**config.mk**
```make
export PLATFORM = sky130hd
export DESIGN_NAME = cprv_if_stage
export DESIGN_NICKNAME = d
export VERILOG_FILES = /design/src/rtl/cprv_if_stage.sv
export SDC_FILE = /design/constraint.sdc
export NUM_CORES = 1
export LEC_CHECK = 0
export CORE_ASPECT_RATIO = 0.8
export CORE_UTILIZATION = 45
export DETAILED_ROUTE_END_ITERATION = 12
export MAX_ROUTING_LAYER = met4
export PLACE_DENSITY = 0.86
export SLEW_MARGIN = 15
export SYNTH_ARGS = -nofsm -noshare
export SYNTH_HDL_FRONTEND = slang
export SYNTH_SLANG_ARGS = --single-unit
```
**constraint.sdc**
```tcl
create_clock -name clk -period 2.5 [get_ports clk]
set_input_delay 0.5 -clock clk [delete_from_list [all_inputs] [get_ports clk]]
set_output_delay 0.5 -clock clk [all_outputs]
set_load 0.02 [all_outputs]
```
**src/rtl/cprv_if_stage.sv**
```systemverilog
// ---------------------------------------------------------------------------
// cprv_if_stage -- instruction fetch stage
//
// Issues in-order fetch requests from a PC register, pairs each returned
// instruction with the PC it was fetched from, and hands the pair to the ID
// stage through a small output buffer. Redirects flush everything and drop
// responses still in flight for the old path.
//
// Configuration:
//   CPRV_IF_PREFETCH_EN defined   -> DEPTH = 2 (two fetches in flight/buffered)
//   CPRV_IF_PREFETCH_EN undefined -> DEPTH = 1
//
// Ports:
//   clk, rst_n          clock, asynchronous active-low reset
//   imem_req_valid_o    fetch request valid
//   imem_req_ready_i    memory accepts the request
//   imem_req_addr_o     fetch address (the PC register)
//   imem_rsp_valid_i    in-order response valid (no backpressure)
//   imem_rsp_data_i     fetched instruction
//   redirect_valid_i    redirect from a later stage
//   redirect_pc_i       redirect target (low two bits ignored)
//   valid_id_o          instruction valid to ID
//   ready_id_i          ID accepts
//   instr_data_id_o     instruction to ID
//   pc_id_o             PC of instr_data_id_o
// ---------------------------------------------------------------------------
module cprv_if_stage #(
    parameter int unsigned           INSTR_WIDTH = 32,
    parameter int unsigned           ADDR_WIDTH  = 64,
    parameter logic [ADDR_WIDTH-1:0] RESET_PC    = '0
) (
    input  logic                   clk,
    input  logic                   rst_n,
    output logic                   imem_req_valid_o,
    input  logic                   imem_req_ready_i,
    output logic [ADDR_WIDTH-1:0]  imem_req_addr_o,
    input  logic                   imem_rsp_valid_i,
    input  logic [INSTR_WIDTH-1:0] imem_rsp_data_i,
    input  logic                   redirect_valid_i,
    input  logic [ADDR_WIDTH-1:0]  redirect_pc_i,
    output logic                   valid_id_o,
    input  logic                   ready_id_i,
    output logic [INSTR_WIDTH-1:0] instr_data_id_o,
    output logic [ADDR_WIDTH-1:0]  pc_id_o
);

`ifdef CPRV_IF_PREFETCH_EN
    localparam int unsigned DEPTH = 2;
`else
    localparam int unsigned DEPTH = 1;
`endif
    localparam int unsigned CNT_W = $clog2(DEPTH + 1);
    localparam int unsigned PTR_W = (DEPTH > 1) ? $clog2(DEPTH) : 1;

    // Ring-pointer advance with explicit wrap (DEPTH need not be a power of two)
    function automatic logic [PTR_W-1:0] ptr_inc(input logic [PTR_W-1:0] p);
        return (p == PTR_W'(DEPTH - 1)) ? '0 : p + PTR_W'(1);
    endfunction

    logic                   run_q;
    logic [ADDR_WIDTH-1:0]  pc_q;
    logic [CNT_W-1:0]       outstanding_q;
    logic [CNT_W-1:0]       drop_q;

    logic [PTR_W-1:0]       pcq_rd_q;
    logic [PTR_W-1:0]       pcq_wr_q;
    logic [ADDR_WIDTH-1:0]  pcq_mem_q [DEPTH];

    logic [CNT_W-1:0]       buf_cnt_q;
    logic [PTR_W-1:0]       buf_rd_q;
    logic [PTR_W-1:0]       buf_wr_q;
    logic [INSTR_WIDTH-1:0] buf_data_q [DEPTH];
    logic [ADDR_WIDTH-1:0]  buf_pc_q [DEPTH];

    logic                   buf_pop_c;
    logic [CNT_W:0]         credit_used_c;
    logic                   req_fire_c;
    logic                   rsp_drop_c;
    logic                   rsp_keep_c;
    logic [CNT_W-1:0]       outstanding_next_c;
    logic                   unused_redirect_lsbs;

    // Target alignment discards the low two redirect bits
    assign unused_redirect_lsbs = ^redirect_pc_i[1:0];

    // ID handshake
    assign buf_pop_c = (buf_cnt_q != '0) && ready_id_i;

    // Credit: slots held by in-flight requests plus buffered instructions.
    // A same-cycle pop frees its slot so back-to-back fetch is sustained.
    assign credit_used_c = (CNT_W+1)'(outstanding_q) + (CNT_W+1)'(buf_cnt_q)
                         - (CNT_W+1)'(buf_pop_c);

    assign imem_req_valid_o = run_q && !redirect_valid_i
                            && (credit_used_c < (CNT_W+1)'(DEPTH));
    assign imem_req_addr_o  = pc_q;
    assign req_fire_c       = imem_req_valid_o && imem_req_ready_i;

    // Responses for the old path (or racing a redirect) are discarded
    assign rsp_drop_c = imem_rsp_valid_i && (redirect_valid_i || (drop_q != '0));
    assign rsp_keep_c = imem_rsp_valid_i && !rsp_drop_c;

    // Every response, kept or dropped, retires one in-flight request
    assign outstanding_next_c = outstanding_q + CNT_W'(req_fire_c)
                              - CNT_W'(imem_rsp_valid_i);

    // ID outputs come straight from buffer flops
    assign valid_id_o      = (buf_cnt_q != '0);
    assign instr_data_id_o = buf_data_q[buf_rd_q];
    assign pc_id_o         = buf_pc_q[buf_rd_q];

    // Fetch, PC queue and output buffer state
    always_ff @(posedge clk or negedge rst_n) begin
        if (!rst_n) begin
            run_q         <= 1'b0;
            pc_q          <= RESET_PC;
            outstanding_q <= '0;
            drop_q        <= '0;
            pcq_rd_q      <= '0;
            pcq_wr_q      <= '0;
            buf_cnt_q     <= '0;
            buf_rd_q      <= '0;
            buf_wr_q      <= '0;
            for (int i = 0; i < int'(DEPTH); i++) begin
                pcq_mem_q[i]  <= '0;
                buf_data_q[i] <= '0;
                buf_pc_q[i]   <= '0;
            end
        end else begin
            run_q         <= 1'b1;
            outstanding_q <= outstanding_next_c;
            if (redirect_valid_i) begin
                pc_q      <= {redirect_pc_i[ADDR_WIDTH-1:2], 2'b00};
                pcq_rd_q  <= '0;
                pcq_wr_q  <= '0;
                buf_cnt_q <= '0;
                buf_rd_q  <= '0;
                buf_wr_q  <= '0;
                // Counts what is still in flight after this cycle's response,
                // which is itself dropped here and must not be counted twice
                drop_q    <= outstanding_next_c;
            end else begin
                if (req_fire_c) begin
                    pc_q                <= pc_q + ADDR_WIDTH'(4);
                    pcq_mem_q[pcq_wr_q] <= pc_q;
                    pcq_wr_q            <= ptr_inc(pcq_wr_q);
                end
                if (rsp_keep_c) begin
                    buf_data_q[buf_wr_q] <= imem_rsp_data_i;
                    buf_pc_q[buf_wr_q]   <= pcq_mem_q[pcq_rd_q];
                    buf_wr_q             <= ptr_inc(buf_wr_q);
                    pcq_rd_q             <= ptr_inc(pcq_rd_q);
                end
                if (buf_pop_c) begin
                    buf_rd_q <= ptr_inc(buf_rd_q);
                end
                buf_cnt_q <= buf_cnt_q + CNT_W'(rsp_keep_c) - CNT_W'(buf_pop_c);
                if (imem_rsp_valid_i && (drop_q != '0)) begin
                    drop_q <= drop_q - CNT_W'(1);
                end
            end
        end
    end

endmodule

```
# After elaboration in Yosys (flattened, before gate mapping)
# Index checks and enable logic that the tools add are counted.
dict set report totals {
  mem_bits_ro 0
  ff_bits 232
  ramBits 0
  elab_cells 76
  latch_bits 0
  output_inout_bits 162
  memories 0
  input_bits 102
}
dict set report op_classes {
  n_bitwise 1
  n_lt_le_gt_ge 7
  n_div 0
  addsub 12
  eq_ne 0
  muxes 26
  reduce_logical 18
  multipliers 0
  shift 0
}
# op n
set ops {}
lappend ops {{$mux 64} 6}
lappend ops {{$bwmux 64} 2}
lappend ops {{$add 64x3->64 const B} 1}
lappend ops {{$mux 32} 2}
lappend ops {{$bwmux 32} 1}
lappend ops {{$mux 1} 15}
lappend ops {{$logic_and 1x1->1} 9}
lappend ops {{$reduce_bool 2->1} 4}
lappend ops {{$add 1x1->1 const B} 4}
lappend ops {{$lt 1x1->1 const B} 4}
lappend ops {{$reduce_and 2->1} 2}
lappend ops {{$add 1x1->1} 2}
lappend ops {{$add 1x1->2} 1}
lappend ops {{$ge 1x1->1 const B} 2}
lappend ops {{$logic_not 1->1} 2}
lappend ops {{$lt 2x1->1 const B} 1}
lappend ops {{$sub 1x1->1} 2}
lappend ops {{$sub 2x1->2} 1}
lappend ops {{$logic_or 1x1->1} 1}
lappend ops {{$not 1->1} 1}
lappend ops {{$sub 1x1->1 const B} 1}

# Logic depth before layout (Yosys ltp)
# Gate-level depths: netlist of run 1.
dict set report depth {
  depth_word 8
  ltp_mapped 11
  ltp_nobuf 9
}

# Least setup slack after synthesis of run 1
# Ideal clock, no wire load.
dict set report synth_path {
  kind {input-to-reg}
  from {input ready_id_i}
  to {register pc_q[60] (netlist: imem_req_addr_o[60])}
  path_buffers 2
  required_time_ps 2430
  path_slack_ps -161
  setup_time_ps 70
  stages 10
  arrival_ps 2591
  path_cell_list {and2_1 > ha_1 > inv_1 > ha_1 > nand4bb_1 > nor2_1 > clkbuf_1 > buf_2 > o311ai_0 > nand3_1}
}
dict set report synth_via {
  elab_chain_len 6
}
# item line
set synth_lines {}
lappend synth_lines {{from (decl)} 42} ;# input logic ready_id_i,
lappend synth_lines {{$logic_and 1x1->1} 87} ;# assign buf_pop_c = (buf_cnt_q != '0) && ready_id_i;
lappend synth_lines {{$sub 2x1->2} 92} ;# - (CNT_W+1)'(buf_pop_c);
lappend synth_lines {{$lt 2x1->1} 95} ;# && (credit_used_c < (CNT_W+1)'(DEPTH));
lappend synth_lines {{$logic_and 1x1->1} 95}
lappend synth_lines {{$logic_and 1x1->1} 97} ;# assign req_fire_c = imem_req_valid_o && imem_req_ready_i;
lappend synth_lines {{$reduce_bool 2->1 (no source line)} -}
lappend synth_lines {{to (signal assigned)} 133} ;# pc_q <= {redirect_pc_i[ADDR_WIDTH-1:2], 2'b00};
lappend synth_lines {{to (signal assigned)} 144} ;# pc_q <= pc_q + ADDR_WIDTH'(4);
lappend synth_lines {{to (decl)} 61} ;# logic [ADDR_WIDTH-1:0] pc_q;
# Every way passes these cells.
# A chain may end at the register's enable or synchronous reset.

# Final worst setup path of run 1
dict set report layout_path {
  from {register buf_cnt_q (netlist: valid_id_o)}
  to {output imem_req_valid_o}
}
dict set report layout_via {
  elab_chain_len 4
  word_cells_on_any_way 5
}
# item line
set layout_lines {}
lappend layout_lines {{from (decl)} 69} ;# logic [CNT_W-1:0] buf_cnt_q;
lappend layout_lines {{from (signal assigned)} 157} ;# buf_cnt_q <= buf_cnt_q + CNT_W'(rsp_keep_c) - CNT_W'(buf_pop_c);
lappend layout_lines {{$add 1x1->2 / $logic_and 1x1->1 (equally long branches)} {91, 87}}
lappend layout_lines {{$sub 2x1->2 (*)} 92}
lappend layout_lines {{$lt 2x1->1 (*)} 95}
lappend layout_lines {{$logic_and 1x1->1 (*)} 95}
lappend layout_lines {{to (decl)} 34} ;# output logic imem_req_valid_o,
# Mark *: on every way between the ends. The rest lies on a longest branch, timed or not.

==> impl_table.tex, run 1 <==
\begin{tabular}{lr}
\hline
Metric & Value \\
\hline
\multicolumn{2}{l}{\textbf{Outcome}} \\
Status & complete, but fails checks \\
Failing checks & negative setup slack \\
\multicolumn{2}{l}{\textbf{Global route}} \\
Number of global-route vias before repair & 9218 \\
First-pass GRT wire length & 49.6 mm \\
Total routing usage reported by global routing & 28.1\% \\
Number of antenna violations at the first check in global routing & 4 \\
Global route overflow & 0 \\
Pin count of the biggest net entering global routing & 71 \\
\multicolumn{2}{l}{\textbf{Critical path}} \\
Path depth of the worst reg2reg path & 6 \\
Critical path data required time & 2.00 ns \\
Launch instance of the worst register-to-register path & imem\_req\_addr\_o[2] \\
Critical path arrival & 2.05 ns \\
Worst setup slack for register-to-register paths & 0.06 ns \\
Worst-path maximum fanout & 2 \\
CP endpoint kind & primary output \\
Reg-to-Reg End & imem\_req\_addr\_o[60] \\
Startpoint of the most critical setup path & valid\_id\_o \\
Class of the most critical setup path & flop to primary output \\
End of the critical path & imem\_req\_valid\_o \\
Type of origin of the critical path & flop \\
\multicolumn{2}{l}{\textbf{Placement}} \\
Detail Placement HPWL & 22.7 mm \\
DP Worst Slack & -0.677 ns \\
Port Buffer Count & 257 \\
Global placer's final weighted congestion & 0.876 \\
\multicolumn{2}{l}{\textbf{Timing}} \\
Setup TNS after final layout & -0.0530 ns \\
Clock skew & 0.00945 ns \\
Final Hold Viols & 0 \\
Achievable Freq & 0.392 GHz \\
Remaining max-slew budget at the tightest pin & 62.0\% \\
Transition at the pin with the smallest max-transition slack & 0.568 ns \\
Part of the cycle the worst path needs & 102\% \\
Final number of max-transition violations & 0 \\
Post-layout worst setup margin & -0.0530 ns \\
Setup Viol. Count Final & 1 \\
Min Tclk post-route & 2.55 ns \\
Unrepaired setup endpoints after global routing & yes \\
\multicolumn{2}{l}{\textbf{Synthesis}} \\
Count of cell types in the netlist & 57 \\
Xor and xnor area share after synthesis & 1.20\% \\
Adder-cell area share of the yosys netlist & 0.368\% \\
Average instance area after synthesis & 10.4 um2 \\
Synth Area in Compound Gates & 8.39\% \\
Register area share after synthesis & 54.5\% \\
Post-Synth Simple-Gate Area & 21.3\% \\
Post-synth top area share & 54.5\% \\
Cell accounting for the most synthesized area & sky130\_fd\_sc\_hd\_\_dfrtp\_1 \\
Warnings, synthesis & 0 \\
Number of enable flip-flop cells after synthesis & 0 \\
Proportion of synthesized area in mux cells & 11.1\% \\
Number of instances in the synthesized netlist & 979 \\
Cell types with the largest area share after synthesis & sky130\_fd\_sc\_hd\_\_dfrtp\_1, sky130\_fd\_sc\_hd\_\_mux2\_2, sky130\_fd\_sc\_hd\_\_nand2\_1, sky130\_fd\_sc\_hd\_\_nand4\_1, sky130\_fd\_sc\_hd\_\_nand3\_1 \\
Proportion of register bits with asynchronous set or reset after synthesis & 100\% \\
Largest family of logic cells by synthesized area & simple AND/OR/NAND/NOR gates \\
Prevailing post-synth register cell & sky130\_fd\_sc\_hd\_\_dfrtp\_1 \\
Number of storage elements in the synthesis netlist & 222 \\
Synth Cell Area & 10200 um2 \\
\multicolumn{2}{l}{\textbf{Final layout}} \\
Leading cell type in the layout, fill and taps excluded & sky130\_fd\_sc\_hd\_\_clkdlybuf4s50\_1 \\
Sequential cell area & 5560 um2 \\
Nets@finish & 1418 \\
Area of the multi-input gates & 4480 um2 \\
Synth-to-layout area growth & 45.9\% \\
Most used cells in the layout excluding fill and tap cells & sky130\_fd\_sc\_hd\_\_clkdlybuf4s50\_1, sky130\_fd\_sc\_hd\_\_nand2\_1, sky130\_fd\_sc\_hd\_\_dfrtp\_1 \\
Fillers & 1624 \\
Fraction of final layout cells with drive strength greater than 1 & 21.4\% \\
\multicolumn{2}{l}{\textbf{CTS}} \\
Clock tree from TritonCTS & built \\
Worst-path clk slew & 0.06 ns \\
Source-to-sink clock delay at the later pin of the worst-skew pair & 0.52 ns \\
Clock tree root buffer cell & sky130\_fd\_sc\_hd\_\_clkbuf\_16 \\
Deepest level of the CTS H-tree & 1 \\
Clock sink total & 222 \\
Max Root-Sink Buffers & 3 \\
Clock buffers created by TritonCTS & 24 \\
\multicolumn{2}{l}{\textbf{Route}} \\
Detailed-route vias per instance & 5.67 \\
Violation count after the first detailed-route iteration & 819 \\
Wirelength, routed & 32.3 mm \\
Detail Route Antenna Nets & 0 \\
DRC violations left & 0 \\
Mean routed wirelength per cell & 19.8 um \\
Router iterations before antenna repair & 6 \\
Vias & 9267 \\
\multicolumn{2}{l}{\textbf{Floorplan}} \\
Area of the core & 21900 um2 \\
Initial cell density of the core & 46.6\% \\
Cell row count & 48 \\
Die W & 170 um \\
Ports & 264 \\
Height of the chip & 137 um \\
Area enclosed by the die boundary & 23300 um2 \\
\multicolumn{2}{l}{\textbf{Power and ir drop}} \\
Peak ir drop on the vdd network & 787 uV \\
Total leakage power & 6.56 nW \\
Pwr Density & 991 nW/um2 \\
\multicolumn{2}{l}{\textbf{Flow run}} \\
Number of max-cap violations & 0 \\
\multicolumn{2}{l}{\textbf{Worst hold path}} \\
Type of the tightest min-delay check & flop to flop \\
\hline
\end{tabular}
[worst min path at each step]
stage	slack [ns]	end	cells after the start	startpoint
floorplan	0.20	buf_data_q[0]	0	rst_n
finish	0.47	pcq_mem_q[25]	2	pcq_mem_q[25]
detailed placement	0.44	buf_pc_q[27]	1	rst_n
global placement	0.44	buf_pc_q[35]	1	rst_n
global route	0.49	pcq_mem_q[58]	2	pcq_mem_q[58]
CTS	0.47	valid_id_o	4	ready_id_i
[final cells by class]
class | instances | share of cell area (%)
Tap cell | 300 | 2.53
Timing Repair Buffer | 369 | 24.2
Clock buffer | 34 | 4.77
Clock inverter | 9 | 0.699
Antenna cell | 4 | 0.0674
Multi-Input combinational cell | 687 | 30.1
Sequential cell | 222 | 37.4
Inverter | 9 | 0.227
[logic make-up after synthesis]
| family | after synthesis |
|---|---|
| and+or+nand+nor | 438 |
| buffers and inverters | 73 |
| muxes | 101 |
| adders and majority gates | 3 |
| xor gates and xnor gates | 14 |
| AOI/OAI and AO/OA | 126 |
| DFF | 222 |
| other | 2 |
[report_power, final]
group          internal [mW]  switching, mW
Combinational           2.72           2.62
Sequential              4.86          0.875
Clock                   2.18           1.48
Total                   9.76           4.97
[critical path, cell delays in order (launching register included)]
cell	delay, ns
sky130_fd_sc_hd__dfrtp_2	0.40
sky130_fd_sc_hd__and2_4	0.15
sky130_fd_sc_hd__ha_4	0.25
sky130_fd_sc_hd__inv_2	0.03
sky130_fd_sc_hd__ha_4	0.15
sky130_fd_sc_hd__xor2_2	0.15
sky130_fd_sc_hd__nor4b_2	0.22
sky130_fd_sc_hd__buf_4	0.18
[cells in the mapped netlist (3+ instances only)]
library cell,instances
sky130_fd_sc_hd__a22oi_1,8
sky130_fd_sc_hd__mux2i_1,6
sky130_fd_sc_hd__clkbuf_1,41
sky130_fd_sc_hd__a21o_1,6
sky130_fd_sc_hd__o21bai_1,3
sky130_fd_sc_hd__or3_1,7
sky130_fd_sc_hd__mux2_2,95
sky130_fd_sc_hd__buf_2,12
sky130_fd_sc_hd__nand2_1,230
sky130_fd_sc_hd__a221o_1,5
sky130_fd_sc_hd__buf_4,4
sky130_fd_sc_hd__xnor2_1,8
sky130_fd_sc_hd__or4_1,16
sky130_fd_sc_hd__ha_1,3
sky130_fd_sc_hd__nand4_1,41
sky130_fd_sc_hd__a21oi_1,14
sky130_fd_sc_hd__nor2_1,23
sky130_fd_sc_hd__and2_1,10
sky130_fd_sc_hd__xor2_1,6
sky130_fd_sc_hd__nor3_1,16
sky130_fd_sc_hd__buf_1,5
sky130_fd_sc_hd__dfrtp_1,222
sky130_fd_sc_hd__and3_1,17
sky130_fd_sc_hd__o21ai_0,34
sky130_fd_sc_hd__o211ai_1,17
sky130_fd_sc_hd__o311ai_0,12
sky130_fd_sc_hd__nor4_1,9
sky130_fd_sc_hd__and4_1,4
sky130_fd_sc_hd__nor2b_1,3
sky130_fd_sc_hd__a31o_2,3
sky130_fd_sc_hd__nand3_1,46
sky130_fd_sc_hd__a31oi_1,14
sky130_fd_sc_hd__inv_1,9
[per-layer routing]
metal | wire length [um] | global-route usage (%)
met1 | 13200 | 36.0
met2 | 14900 | 43.8
met3 | 3310 | 7.09
met4 | 901 | 8.66
met5 | 0 | -
[metrics by stage]
step	cells	hold WS, ns	cell area, um2	utilization, %	total power [mW]
finish	1634	0.473	14900	68.0	14.7
global route	1634	0.486	14900	68.0	15.4
CTS	1623	0.473	14700	67.1	14.7
detailed placement	1579	0.438	13800	63.3	11.0
global placement	1579	0.437	13800	63.3	10.8
floorplan	982	0.204	10300	-	8.22
[sequential cells by signal, summed over array words and instances (netlist names)]
name and cells:
drop_q 1, run_q 1, buf_pc_q 62, valid_id_o 1
pcq_mem_q 62, buf_data_q 32, imem_req_addr_o 62, outstanding_q 1
[repair_timing]
action / 4_1_cts / 5_1_grt
cloned: 0 / 3
buffers inserted: 0 / 4
hold buffers: 1 / 0
pin swaps: 3 / 9
hold endpoints to repair: 46 / 0
setup endpoints to repair: 34 / 36
resized for setup: 11 / 21
No activity file was read; power rests on OpenSTA's default activity.
==> inputs of run 2 (changes only) <==
Settings changed: ABC_CLOCK_PERIOD_IN_PS from default to 2500.
==> results of run 2 <==
No change in the layout: final DEF, timing and power equal those of run 1.
==> inputs of run 3 (changes only) <==
Settings changed: CORE_MARGIN from default to 5, CORE_UTILIZATION 45 to 30, PLACE_DENSITY 0.86 to 0.64.
==> run 3 against run 2 <==
Net effect:
- the run still ends with negative setup slack left
- via count decreased by 2.0%
- sequential power shrank 0.7%
- clock power increased by 17%
- flip-flop and latch count did not move
- hold slack got worse by 0.18 ns
- final area up 2.7%
- die area increased by 62%
- combinational power is essentially flat
- cell count is 9.1% higher
- largest power group unchanged
==> impl_table.tex, run 3 (synthesis results as in run 1) <==
\begin{tabular}{lr}
\hline
Metric & Value \\
\hline
\multicolumn{2}{l}{\textbf{Outcome}} \\
Status & complete, but fails checks \\
Failing checks & negative setup slack \\
\multicolumn{2}{l}{\textbf{Timing}} \\
Min Tclk post-route & 2.57 ns \\
Final Hold Viols & 0 \\
Transition at the pin with the smallest max-transition slack & 0.609 ns \\
Setup TNS after final layout & -0.0692 ns \\
Post-layout worst setup margin & -0.0692 ns \\
Final number of max-transition violations & 0 \\
Remaining max-slew budget at the tightest pin & 59.4\% \\
Achievable Freq & 0.389 GHz \\
Unrepaired setup endpoints after global routing & yes \\
Part of the cycle the worst path needs & 103\% \\
Clock skew & 0.0128 ns \\
Setup Viol. Count Final & 1 \\
Post-Route Hold Slack & 0.288 ns \\
\multicolumn{2}{l}{\textbf{Critical path}} \\
Number of buffer and inverter stages on the critical path & 3 \\
Path depth of the worst reg2reg path & 12 \\
Critical path arrival & 2.07 ns \\
Dominant delay contributor by cell family on the critical path & buffers and inverters \\
Library cell contributing the largest single delay on the critical path & sky130\_fd\_sc\_hd\_\_clkdlybuf4s50\_1 \\
Reg-to-Reg End & imem\_req\_addr\_o[40] \\
Worst-path maximum fanout & 2 \\
Worst setup slack for register-to-register paths & 0.07 ns \\
CP Cell Sequence & clkdlybuf4s50\_1 > and2\_4 > ha\_4 > inv\_2 > ha\_4 > xor2\_2 > nor4b\_2 > buf\_4 \\
Critical path data required time & 2.00 ns \\
Class of the most critical setup path & primary input to primary output \\
Worst path most repeated cell & sky130\_fd\_sc\_hd\_\_ha\_4 \\
Type of origin of the critical path & primary input \\
Stage delay of the slowest cell on the critical path & 0.42 ns \\
CP endpoint kind & primary output \\
Launch instance of the worst register-to-register path & valid\_id\_o \\
\multicolumn{2}{l}{\textbf{Floorplan}} \\
Initial cell density of the core & 30.4\% \\
Die W & 216 um \\
Ports & 264 \\
Area enclosed by the die boundary & 37800 um2 \\
Height of the chip & 175 um \\
Cell row count & 60 \\
Area of the core & 33600 um2 \\
\multicolumn{2}{l}{\textbf{Route}} \\
Mean routed wirelength per cell & 19.4 um \\
Detail Route Antenna Nets & 0 \\
Router iterations before antenna repair & 5 \\
Vias & 9080 \\
Wirelength, routed & 34.6 mm \\
DRC violations left & 0 \\
Detailed-route vias per instance & 5.10 \\
Violation count after the first detailed-route iteration & 620 \\
\multicolumn{2}{l}{\textbf{Placement}} \\
DP Worst Slack & -0.619 ns \\
Global placer's final weighted congestion & 0.870 \\
Port Buffer Count & 257 \\
Post-place instance area & 14000 um2 \\
Detail Placement HPWL & 24.8 mm \\
\multicolumn{2}{l}{\textbf{Final layout}} \\
Leading cell type in the layout, fill and taps excluded & sky130\_fd\_sc\_hd\_\_clkdlybuf4s50\_1 \\
Fraction of final layout cells with drive strength greater than 1 & 22.0\% \\
Synth-to-layout area growth & 49.8\% \\
Most used cells in the layout excluding fill and tap cells & sky130\_fd\_sc\_hd\_\_clkdlybuf4s50\_1, sky130\_fd\_sc\_hd\_\_nand2\_1, sky130\_fd\_sc\_hd\_\_dfrtp\_1 \\
Nets@finish & 1430 \\
Final Instance Area & 15300 um2 \\
\multicolumn{2}{l}{\textbf{CTS}} \\
Clock buffers created by TritonCTS & 26 \\
Worst-path clk slew & 0.06 ns \\
Clock sink total & 222 \\
Max Root-Sink Buffers & 3 \\
Clock tree from TritonCTS & built \\
Deepest level of the CTS H-tree & 1 \\
Clock tree root buffer cell & sky130\_fd\_sc\_hd\_\_clkbuf\_16 \\
Source-to-sink clock delay at the later pin of the worst-skew pair & 0.54 ns \\
\multicolumn{2}{l}{\textbf{Global route}} \\
Number of global-route vias before repair & 9081 \\
First-pass GRT wire length & 53.1 mm \\
Global route overflow & 0 \\
Total routing usage reported by global routing & 18.0\% \\
Number of antenna violations at the first check in global routing & 4 \\
Pin count of the biggest net entering global routing & 72 \\
\multicolumn{2}{l}{\textbf{Power and ir drop}} \\
Peak ir drop on the vdd network & 682 uV \\
Clock network fraction of total power & 28.0\% \\
Total leakage power & 6.69 nW \\
Pwr Density & 1000 nW/um2 \\
Share of power burned in registers & 37.1\% \\
Combinational share of power & 34.9\% \\
Power spent charging and discharging nets & 5.00 mW \\
Internal power summed over all cells & 10.3 mW \\
Fraction of power spent switching nets & 32.6\% \\
\multicolumn{2}{l}{\textbf{Worst hold path}} \\
Startpoint of the most critical hold path & redirect\_valid\_i \\
Hold EP & valid\_id\_o \\
Min-Delay Path Depth & 2 \\
Type of the tightest min-delay check & primary input to flop \\
\multicolumn{2}{l}{\textbf{Flow run}} \\
Number of max-cap violations & 0 \\
\hline
\end{tabular}
run 3: layer usage:
layer	part of all wire, %	GRT usage (%)
met4	1.5	3.05
met1	45	24.5
met3	8.0	5.04
met2	45	27.4
met5	0	-
run 3: how the worst max path moves through the flow:
stage / start / cells past startpoint / slack, ns / to
global placement: ready_id_i / 8 / -0.64 / imem_req_valid_o
detailed placement: ready_id_i / 8 / -0.62 / imem_req_valid_o
finish: ready_id_i / 8 / -0.07 / imem_req_valid_o
CTS: valid_id_o / 7 / -0.15 / imem_req_valid_o
floorplan: ready_id_i / 10 / 0.001 / imem_req_addr_o[60]
global route: valid_id_o / 7 / -0.14 / imem_req_valid_o
run 3: final cells by class:
class	count	area, um2
diodes	5	12.5
clock buffers	35	756
clock inverters	11	208
fillers	3093	18300
inverters	9	33.8
multi-input cells	687	4460
flip-flops and latches	222	5560
well taps	434	543
repair buffers	379	3690
run 3: per-stage QoR:
step           instances  total power, mW  util, %
4_1_cts             1768             15.4     44.8
3_3_place_gp        1719             10.9     41.8
6_report            1782             15.3     45.5
3_5_place_dp        1719             11.0     41.8
5_1_grt             1781             16.2     45.5
2_1_floorplan        982             8.22        -
run 3: worst register-to-register path: stages, from the launching register on:
cell,delay [ns]
sky130_fd_sc_hd__dfrtp_2,0.40
sky130_fd_sc_hd__and2_4,0.15
sky130_fd_sc_hd__ha_4,0.25
sky130_fd_sc_hd__inv_2,0.04
sky130_fd_sc_hd__ha_4,0.22
sky130_fd_sc_hd__nand4bb_2,0.28
sky130_fd_sc_hd__nor2_4,0.29
sky130_fd_sc_hd__buf_6,0.18
sky130_fd_sc_hd__buf_4,0.13
sky130_fd_sc_hd__clkbuf_16,0.12
sky130_fd_sc_hd__nand2_1,0.08
sky130_fd_sc_hd__a21o_1,0.16
sky130_fd_sc_hd__nand3_1,0.06
run 3: repair_timing:
action | in CTS | in global routing
pin swaps | 4 | 4
hold buffers | 1 | 0
setup buffers | 2 | 6
endpoints found under the hold margin | 66 | 0
cloned | 0 | 4
setup endpoints to repair | 8 | 62
gates resized for setup | 11 | 26
run 3: power by group through the flow:
stage | Clock [mW] | Combinational (mW) | Sequential [mW]
after floorplan | 0 | 1.66 | 6.56
after global placement | 0 | 5.21 | 5.70
after detailed placement | 0 | 5.28 | 5.75
after CTS | 4.38 | 5.33 | 5.70
after global routing | 4.53 | 5.75 | 5.87
final | 4.28 | 5.35 | 5.69
